===== config.mk =====
export PLATFORM = sky130hd
export DESIGN_NAME = id_decode_stage
export DESIGN_NICKNAME = d
export VERILOG_FILES = /design/src/rtl/id_decode_stage.sv
export SDC_FILE = /design/constraint.sdc
export NUM_CORES = 1
export LEC_CHECK = 0
export BUFFER_PORTS_ARGS = -buffer_cell sky130_fd_sc_hd__buf_4
export CORE_ASPECT_RATIO = 0.6
export CORE_MARGIN = 1.5
export CORE_UTILIZATION = 58
export CTS_BUF_LIST = sky130_fd_sc_hd__clkbuf_4 sky130_fd_sc_hd__clkbuf_8
export DETAILED_ROUTE_END_ITERATION = 8
export GPL_TIMING_DRIVEN = 0
export PLACE_DENSITY = 0.89
export SLEW_MARGIN = 20
export SYNTH_ARGS = -nofsm -noshare
export SYNTH_HDL_FRONTEND = slang
export SYNTH_SLANG_ARGS = --single-unit

===== constraint.sdc =====
create_clock -name clk_in -period 4.4 [get_ports clk_in]
set_input_delay 1.32 -clock clk_in [delete_from_list [all_inputs] [get_ports clk_in]]
set_output_delay 1.32 -clock clk_in [all_outputs]
set_load 0.01 [all_outputs]

===== src/rtl/id_decode_stage.sv =====
// IF->ID stage: pre-decodes opcode into immediate type and register fields, 2-entry skid buffer.
// Optional CSR immediate decode enabled by defining ID_CSR_DECODE_EN.
module id_decode_stage #(
   parameter int PC_W = 32
) (
   input  logic            clk_in,
   input  logic            rst_in,
   input  logic            in_valid_in,
   output logic            in_ready_out,
   input  logic [31:0]     instr_in,
   input  logic [PC_W-1:0] pc_in,
   input  logic            flush_in,
   output logic            out_valid_out,
   input  logic            out_ready_in,
   output logic [31:0]     instr_out,
   output logic [PC_W-1:0] pc_out,
   output logic [2:0]      imm_type_out,
   output logic [4:0]      rs1_out,
   output logic [4:0]      rs2_out,
   output logic [4:0]      rd_out,
   output logic            illegal_out
);

   typedef struct packed {
      logic [31:0]     instr;
      logic [PC_W-1:0] pc;
      logic [2:0]      imm_type;
      logic            illegal;
   } entry_t;

   // Returns {illegal, imm_type}; every legal opcode ends in 2'b11, so compressed encodings fall to default.
   function automatic logic [3:0] decode_fn(input logic [31:0] instr);
      logic [2:0] f3;
      f3 = instr[14:12];
      decode_fn = {1'b1, 3'b000};
      case (instr[6:0])
         7'b0010011: decode_fn = {1'b0, 3'b000};
         7'b0000011: decode_fn = {1'b0, 3'b001};
         7'b0100011: decode_fn = {1'b0, 3'b010};
         7'b1100011: decode_fn = {1'b0, 3'b011};
         7'b0110111: decode_fn = {1'b0, 3'b100};
         7'b0010111: decode_fn = {1'b0, 3'b100};
         7'b1101111: decode_fn = {1'b0, 3'b101};
         7'b1100111: decode_fn = {1'b0, 3'b111};
         7'b0110011: decode_fn = {1'b0, 3'b000};
         7'b0001111: decode_fn = {1'b0, 3'b000};
         7'b1110011: begin
            if (f3 == 3'b000) begin
               decode_fn = {1'b0, 3'b000};
            end else begin
`ifdef ID_CSR_DECODE_EN
               case (f3)
                  3'b001, 3'b010, 3'b011: decode_fn = {1'b0, 3'b000};
                  3'b101, 3'b110, 3'b111: decode_fn = {1'b0, 3'b110};
                  default:                decode_fn = {1'b1, 3'b000};
               endcase
`else
               decode_fn = {1'b1, 3'b000};
`endif
            end
         end
         default: decode_fn = {1'b1, 3'b000};
      endcase
   endfunction

   entry_t main_q, main_d, skid_q, skid_d, in_entry_s;
   logic   main_vld_q, main_vld_d, skid_vld_q, skid_vld_d, rdy_q, rdy_d;
   logic   accept_s, consume_s;
   logic [3:0] dec_s;

   assign accept_s  = in_valid_in & rdy_q;
   assign consume_s = main_vld_q & out_ready_in;

   // Decode the incoming instruction so the result is stored alongside it.
   always_comb begin
      dec_s               = decode_fn(instr_in);
      in_entry_s.instr    = instr_in;
      in_entry_s.pc       = pc_in;
      in_entry_s.imm_type = dec_s[2:0];
      in_entry_s.illegal  = dec_s[3];
   end

   // Skid buffer next state; skid always drains into main before newer input.
   always_comb begin
      main_d     = main_q;
      skid_d     = skid_q;
      main_vld_d = main_vld_q;
      skid_vld_d = skid_vld_q;
      if (flush_in) begin
         main_vld_d = 1'b0;
         skid_vld_d = 1'b0;
      end else if (consume_s || !main_vld_q) begin
         if (skid_vld_q) begin
            main_d     = skid_q;
            main_vld_d = 1'b1;
            skid_vld_d = 1'b0;
         end else if (accept_s) begin
            main_d     = in_entry_s;
            main_vld_d = 1'b1;
         end else begin
            main_vld_d = 1'b0;
         end
      end else if (accept_s) begin
         skid_d     = in_entry_s;
         skid_vld_d = 1'b1;
      end else begin
         skid_vld_d = skid_vld_q;
      end
      rdy_d = ~skid_vld_d;
   end

   // State registers with synchronous reset.
   always_ff @(posedge clk_in) begin
      if (rst_in) begin
         main_q     <= '0;
         skid_q     <= '0;
         main_vld_q <= 1'b0;
         skid_vld_q <= 1'b0;
         rdy_q      <= 1'b1;
      end else begin
         main_q     <= main_d;
         skid_q     <= skid_d;
         main_vld_q <= main_vld_d;
         skid_vld_q <= skid_vld_d;
         rdy_q      <= rdy_d;
      end
   end

   assign in_ready_out  = rdy_q;
   assign out_valid_out = main_vld_q;
   assign instr_out     = main_q.instr;
   assign pc_out        = main_q.pc;
   assign imm_type_out  = main_q.imm_type;
   assign illegal_out   = main_q.illegal;
   assign rs1_out       = main_q.instr[19:15];
   assign rs2_out       = main_q.instr[24:20];
   assign rd_out        = main_q.instr[11:7];

endmodule


# Word-level counts from Yosys, hierarchy flattened
# Cells that the tools add are included.
# op_classes
add_sub_neg	0
multipliers	0
div_mod_pow	0
order_cmp	0
n_eq_ne	11
shifts	0
mux	9
bitwise	5
n_reduce_logical	9
# ops
op	n
68-bit 2-to-1 mux	2
4-bit one-hot mux with 8 select lines	1
7-bit == test, second input constant	4
7-bit by 6-bit == test with 1-bit output, second input constant	3
7-bit by 5-bit == test with 1-bit output, second input constant	2
7-bit by 2-bit == test with 1-bit output, second input constant	1
7-bit by 4-bit == test with 1-bit output, second input constant	1
3-bit AND reduction	2
1-bit 2-to-1 mux	5
4-bit 2-to-1 mux	1
2-bit OR reduction	2
3-bit logical NOT	1
1-bit inverter	3
3-bit OR reduction	1
1-bit bitwise AND	2
2-bit nonzero test	1
1-bit logical NOT	1
1-bit logical OR	1
# word_totals
reg_bits	139
latch_bits	0
mem_bits_rw	0
romBits	0
in_bits	69
output_inout_bits	85
mem_count	0

# Longest topological paths before layout
# Gate-level depths: netlist of run 1.
# depth
word_depth	5
mapped_depth	7

# Least setup slack after synthesis of run 1
# Ideal clock, no wire load.
# synth_path
path_type	input to register
start	input out_ready_in
end	register skid_q[2] (netlist bit)
setup_ns	0.128
t_arrival_ns	2.309
setup_slack_ns	1.963
stages	6
path_buffers	2
path_cell_list	nand2b_1 -> or3_1 -> clkbuf_1 -> clkbuf_1 -> a21oi_1 -> nor2_1
# synth_via
elab_chain_cells	4
# synth_rtl
item	line	rtl
start, declared	14	input logic out_ready_in,
1-bit bitwise AND	72	assign consume_s = main_vld_q & out_ready_in;
1-bit logical OR	92	end else if (consume_s || !main_vld_q) begin
1-bit inverter (no line)	--	
3-bit AND reduction (no line)	--	
end signal, assigned	122	skid_q <= skid_d;
end, declared	66	entry_t main_q, main_d, skid_q, skid_d, in_entry_s;
# Every way passes these cells.
# A chain may end at the register's enable or synchronous reset.

# Worst setup path in the final report of run 1
# layout_path
start	input out_ready_in
end	register skid_q[3] (netlist bit)
# The elaborated chain is that of the path after synthesis.

==> impl_metrics.json, run 1 <==
{
  "outcome": "finished, final reports clean",
  "cts-htree-levels": 4,
  "cts_tree": "built",
  "synthMuxAreaShare_pct": 11.33,
  "end_kind": "flip-flop",
  "cap_violations": 0,
  "worstRegToRegCells": 6,
  "num_vias": 5420,
  "synth_top_area_cell": "dfxtp_1",
  "core_um2": 9324,
  "power.total_mw": 2.968,
  "finalSetupTns_ns": 0,
  "drc": 0,
  "track_usage_pct": 31.86,
  "synth_cells": 651,
  "die_w_um": 130.5,
  "period_needed_ns": 2.489,
  "synth_top_family_by_area": "compound AO/OA/AOI/OAI gates",
  "synthAdderAreaFrac_pct": 0,
  "drtIter0Drc": 512,
  "rsz0062_at_grt": "false",
  "synth-async-reset-ratio_pct": 0,
  "fin_skew_ns": 0.009448,
  "syn-cell-area_um2": 5655,
  "ys_types": 33,
  "grt_max_degree": 17,
  "synth-simple-area-share_pct": 16.15,
  "clock-root-buffer": "clkbuf_8",
  "path_class": "in -> reg",
  "setup_viol_count_final": 0,
  "cts_made_buffers": 17,
  "postCtsHoldBufs": 0,
  "grt_pass1_vias": 5102,
  "io_buffer_count": 151,
  "hp-class": "reg -> reg",
  "dp_hpwl_um": 11380,
  "ant_nets": 0,
  "post_cts_resized": 0,
  "place_ws_ns": 1.512,
  "r2r-start": "skid_vld_q",
  "wl_um": 16190,
  "synth_top_area_share_pct": 49.20,
  "die_h_um": 79.49,
  "synth_warnings": 0,
  "clk_latency_ns": 0.45,
  "dr.pass1.iters": 5,
  "gp_congestion": 0.8318,
  "p_per_area_nw_per_um2": 398.5,
  "tightest_slew_ns": 0.5749,
  "irDropWorstVdd_mv": 0.2526,
  "slew_headroom_pct": 61.67,
  "layout-area-overhead-vs-synth_pct": 31.70,
  "synthXorXnorAreaFrac_pct": 0,
  "p_leak_nw": 2.895,
  "crit_start": "out_ready_in",
  "slew_viol_final": 0,
  "r2r_end": "pc_out[10]",
  "synth_compound_area_share_pct": 16.79,
  "cp.required_ns": 4.72,
  "synth_ff_type": "dfxtp_1",
  "synth.avg_cell_area_um2": 8.687,
  "diodes": 0,
  "drive_above_1_share_pct": 27.70,
  "hold_viol_final": 0,
  "dieArea_um2": 10370,
  "ys_ff_latch": 139,
  "cp-endpoint": "skid_q[3]",
  "synth_area_leaders": "dfxtp_1, mux2i_1, nand2_1",
  "nets": 890,
  "cts_setup_buffers": 0,
  "start_util_pct": 60.65,
  "cts.sinks": 139,
  "grt_pass1_wl_um": 25390,
  "synth_common_cells": "dfxtp_1, nand2_1, nor2_1",
  "path_max_fanout": 10,
  "fin_crit_sh_pct": 56.56,
  "wl_per_cell_um": 16.79,
  "finalNonFillerCells": 964,
  "reg2reg_setup_slack_ns": 2.42,
  "ios": 154,
  "final_core_util_pct": 79.88,
  "ctsLongestPathBuffers": 2,
  "yosysMostFrequentCell": "dfxtp_1",
  "synth_edf_count": 0,
  "grt-ovfl-total": 0,
  "syn-num-nets": 720,
  "fillers": 634,
  "fmax_mhz": 401.8,
  "ys_seq_area_share_pct": 49.20,
  "numPlacedInstances": 932,
  "rows": 27,
  "start_kind": "input pin",
  "crit_arrival_ns": 2.81,
  "via_per_inst": 5.622,
  "worst_slack_ns": 1.911,
  "seqCellArea_um2": 2783,
  "multiInputGateArea_um2": 2504,
  "clk_pin_slew_ns": 0.08,
  "antenna_found_initial": 0
}
[report_power, final]
| part | total (mW) | internal [mW] | switching, mW |
|---|---|---|---|
| Combinational | 0.348 | 0.169 | 0.180 |
| Clock | 1.28 | 0.783 | 0.499 |
| Sequential | 1.34 | 1.31 | 0.0320 |
[state kept, by name, summed over array words and instances (netlist names)]
register       count
out_valid_out      1
imm_type_out       3
instr_out         32
skid_q            68
skid_vld_q         1
illegal_out        1
in_ready_out       1
pc_out            32
[per-layer routing]
metal / track usage [%] / vias up / wire, um
met5: 0 / - / 0
met4: 11.32 / 0 / 291
met3: 5.563 / 29 / 1287
met2: 51.63 / 264 / 7546
met1: 43.02 / 2565 / 7061
li1: - / 2562 / -
[through the flow]
step | hold WS [ns] | area, um2
after floorplan | 0.4360 | 5655
after global placement | 0.4409 | 6952
after detailed placement | 0.4467 | 6952
after CTS | 0.4575 | 7448
after global routing | 0.4760 | 7448
final | 0.4593 | 7448
[kinds of logic after synthesis]
kind of cell | Yosys count
DFF | 139
muxes | 64
AOI/OAI and AO/OA | 149
and+or+nand+nor | 226
buffers and inverters | 73
[critical path, cell delays in order]
cell and delay, ns:
buf_4 0.08, nand2b_1 0.15, or3_1 0.12, clkbuf_1 0.33, clkbuf_1 0.46, nor2_1 0.12, a21oi_1 0.17, nor2_1 0.06
[cell usage in the layout (no fill, tap or decap), types with 3 or more instances in the layout]
cell       Yosys  final
a211oi_1      65     65
dfxtp_1      139    139
nor3b_1        3      3
mux2i_1       64     64
clkbuf_1      22     22
inv_1          3      3
a21oi_1       70     70
bufinv_16      0      6
buf_4         15    166
clkbuf_8       0     20
buf_2         31     31
nand2_1      132    132
nor2_1        73     73
nand2b_1       3      3
nor3_1         5      5
o21ai_0        3      3
[how the worst min path moves through the flow]
stage | startpoint | end | slack (ns) | cells after the start
after floorplan | skid_q[10] | skid_q[10] | 0.44 | 2
after global placement | skid_q[33] | skid_q[33] | 0.44 | 2
after detailed placement | skid_q[56] | skid_q[56] | 0.45 | 2
after CTS | skid_q[56] | skid_q[56] | 0.46 | 2
after global routing | skid_q[30] | skid_q[30] | 0.48 | 2
final | skid_q[30] | skid_q[30] | 0.46 | 2
[cell type report]
class	count	share of cell area, %
Sequential cell	139	37.36
Multi-Input combinational cell	439	33.61
Timing Repair Buffer	151	15.22
Buffer	70	4.804
Clock buffer	21	3.796
Clock inverter	11	2.872
Tap cell	130	2.184
Inverter	3	0.1512
(Power assumes the default switching activity.)
==> run 2, diff against run 1 <==
CORE_UTILIZATION = 49   (was 58)
PLACE_DENSITY = 0.8   (was 0.89)
clock period = 2.27 ns   (was 4.4 ns; I/O delays follow)
==> impl_metrics.json, run 2 (same netlist as run 1, synthesis figures left out) <==
{
  "outcome": "finished, final reports clean",
  "drc": 0,
  "slowest_delay_ns": 0.49,
  "ios": 154,
  "seqCellArea_um2": 2783,
  "rows": 30,
  "crit_start": "skid_vld_q",
  "antenna_found_initial": 0,
  "final_cell_mix": "buf_4, dfxtp_1, nand2_1",
  "cts-htree-levels": 4,
  "dr.pass1.iters": 7,
  "wl_per_cell_um": 16.04,
  "numPlacedInstances": 946,
  "nets": 890,
  "clk_pin_slew_ns": 0.08,
  "path_buf_inv": 3,
  "fin_crit_sh_pct": 89.79,
  "finalNonFillerCells": 978,
  "grt_pass1_wl_um": 24780,
  "diodes": 0,
  "grt-ovfl-total": 0,
  "slew_headroom_pct": 58.67,
  "irDropWorstVdd_mv": 0.4092,
  "via_per_inst": 5.439,
  "fin_skew_ns": 0.01267,
  "slew_viol_final": 0,
  "setup_viol_count_final": 0,
  "crit_chain": "buf_2, a21oi_2, nor3_4, buf_2, buf_2, a211oi_1",
  "p_sw_mw": 1.400,
  "fillers": 959,
  "p_int_mw": 3.993,
  "die_h_um": 86.22,
  "path_class": "reg -> reg",
  "final_core_util_pct": 65.62,
  "place_ws_ns": -0.01644,
  "p_leak_nw": 2.852,
  "wl_um": 15690,
  "clk_latency_ns": 0.43,
  "largest_reg_flops": 68,
  "clock-root-buffer": "clkbuf_8",
  "rsz0062_at_grt": "false",
  "cp.required_ns": 2.57,
  "crit_arrival_ns": 2.34,
  "tightest_slew_ns": 0.6200,
  "start_kind": "flip-flop",
  "slowest_stage": "nor3_4",
  "p_per_area_nw_per_um2": 729.8,
  "core_um2": 11260,
  "post_cts_resized": 0,
  "multiInputGateArea_um2": 2504,
  "cts.sinks": 139,
  "mostFrequentLayoutCell": "buf_4",
  "p_clk_share_pct": 39.6,
  "hp-start": "skid_q[45]",
  "dp_hpwl_um": 11420,
  "path_max_fanout": 10,
  "regMostFlops": "skid_q",
  "die_w_um": 141.7,
  "start_util_pct": 50.22,
  "io_buffer_count": 151,
  "dieArea_um2": 12220,
  "hold_slack_ns": 0.4600,
  "layout-area-overhead-vs-synth_pct": 30.66,
  "power_switching_share_pct": 25.96,
  "grt_pass1_vias": 5045,
  "gp_congestion": 0.7850,
  "grt_util_met2_pct": 41.64,
  "power.total_mw": 5.393,
  "cts_made_buffers": 17,
  "cpMostUsedCell": "buf_2",
  "worst_slack_ns": 0.2317,
  "cts_setup_buffers": 0,
  "postCtsHoldBufs": 0,
  "hp-class": "reg -> reg",
  "r2r-start": "skid_vld_q",
  "grt_max_degree": 17,
  "track_usage_pct": 26.01,
  "grt_use_met3_pct": 5.304,
  "ant_nets": 0,
  "grt_use_met1_pct": 35.28,
  "critical_path.top_delay_family": "buffers and inverters",
  "end_kind": "flip-flop",
  "fmax_mhz": 490.6,
  "gr-max-usage-layer": "met2",
  "cts_tree": "built",
  "drtIter0Drc": 268,
  "hold_viol_final": 0,
  "period_needed_ns": 2.038,
  "cap_violations": 0,
  "seqPwrFrac_pct": 48.0,
  "comb_power_share_pct": 12.4,
  "drive_above_1_share_pct": 27.70,
  "num_vias": 5319,
  "ctsLongestPathBuffers": 2
}
==> run 2: changes by cell type in the layout (fill, tap and decap cells not counted) <==
cell,change
clkbuf_8,-2
clkinvlp_4,+2
inv_6,+3
bufinv_16,-3
==> run 2: power groups by stage <==
| stage | Sequential [mW] | Combinational [mW] | Clock [mW] |
|---|---|---|---|
| after floorplan | 2.67 | 0.278 | 0 |
| after global placement | 2.64 | 0.644 | 0 |
| after detailed placement | 2.65 | 0.664 | 0 |
| after CTS | 2.59 | 0.668 | 2.15 |
| after global routing | 2.60 | 0.722 | 2.27 |
| final | 2.59 | 0.668 | 2.13 |
==> run 2: path summary, 6_finish.rpt <==
path                        to  slack [ns]  depth (start not counted)
setup / recovery  instr_out[2]        0.23                          6
hold / removal      skid_q[45]        0.46                          2
setup reg to reg  instr_out[2]        0.23                          6
hold reg to reg     skid_q[45]        0.46                          2
==> run 2: layout make-up <==
type,count,area share (%)
flip-flops and latches,139,37.66
multi-input cells,439,33.88
repair buffers,151,15.34
plain buffers,70,4.843
clock buffers,19,3.454
well taps,144,2.438
clock inverters,13,2.235
inverters,3,0.1524
==> run 2: through the flow <==
step                TNS (ns)  instance area (um2)
finish                     0                 7390
global route               0                 7390
CTS                        0                 7390
detailed placement  -0.02304                 6969
global placement           0                 6969
floorplan                  0                 5655
==> run 2: metal layers <==
layer | vias to the layer above | part of all wire (%) | wire length (um)
li1 | 2566 | - | -
met1 | 2518 | 46 | 7286
met2 | 216 | 45 | 7116
met3 | 19 | 6.9 | 1076
met4 | 0 | 1.3 | 210
met5 | - | 0 | 0
==> run 2: worst reg2reg max path, stage by stage, from the launching register on <==
cell and delay (ns):
dfxtp_1 0.30, buf_2 0.24, a21oi_2 0.10, nor3_4 0.49
buf_2 0.35, buf_2 0.29, a211oi_1 0.13
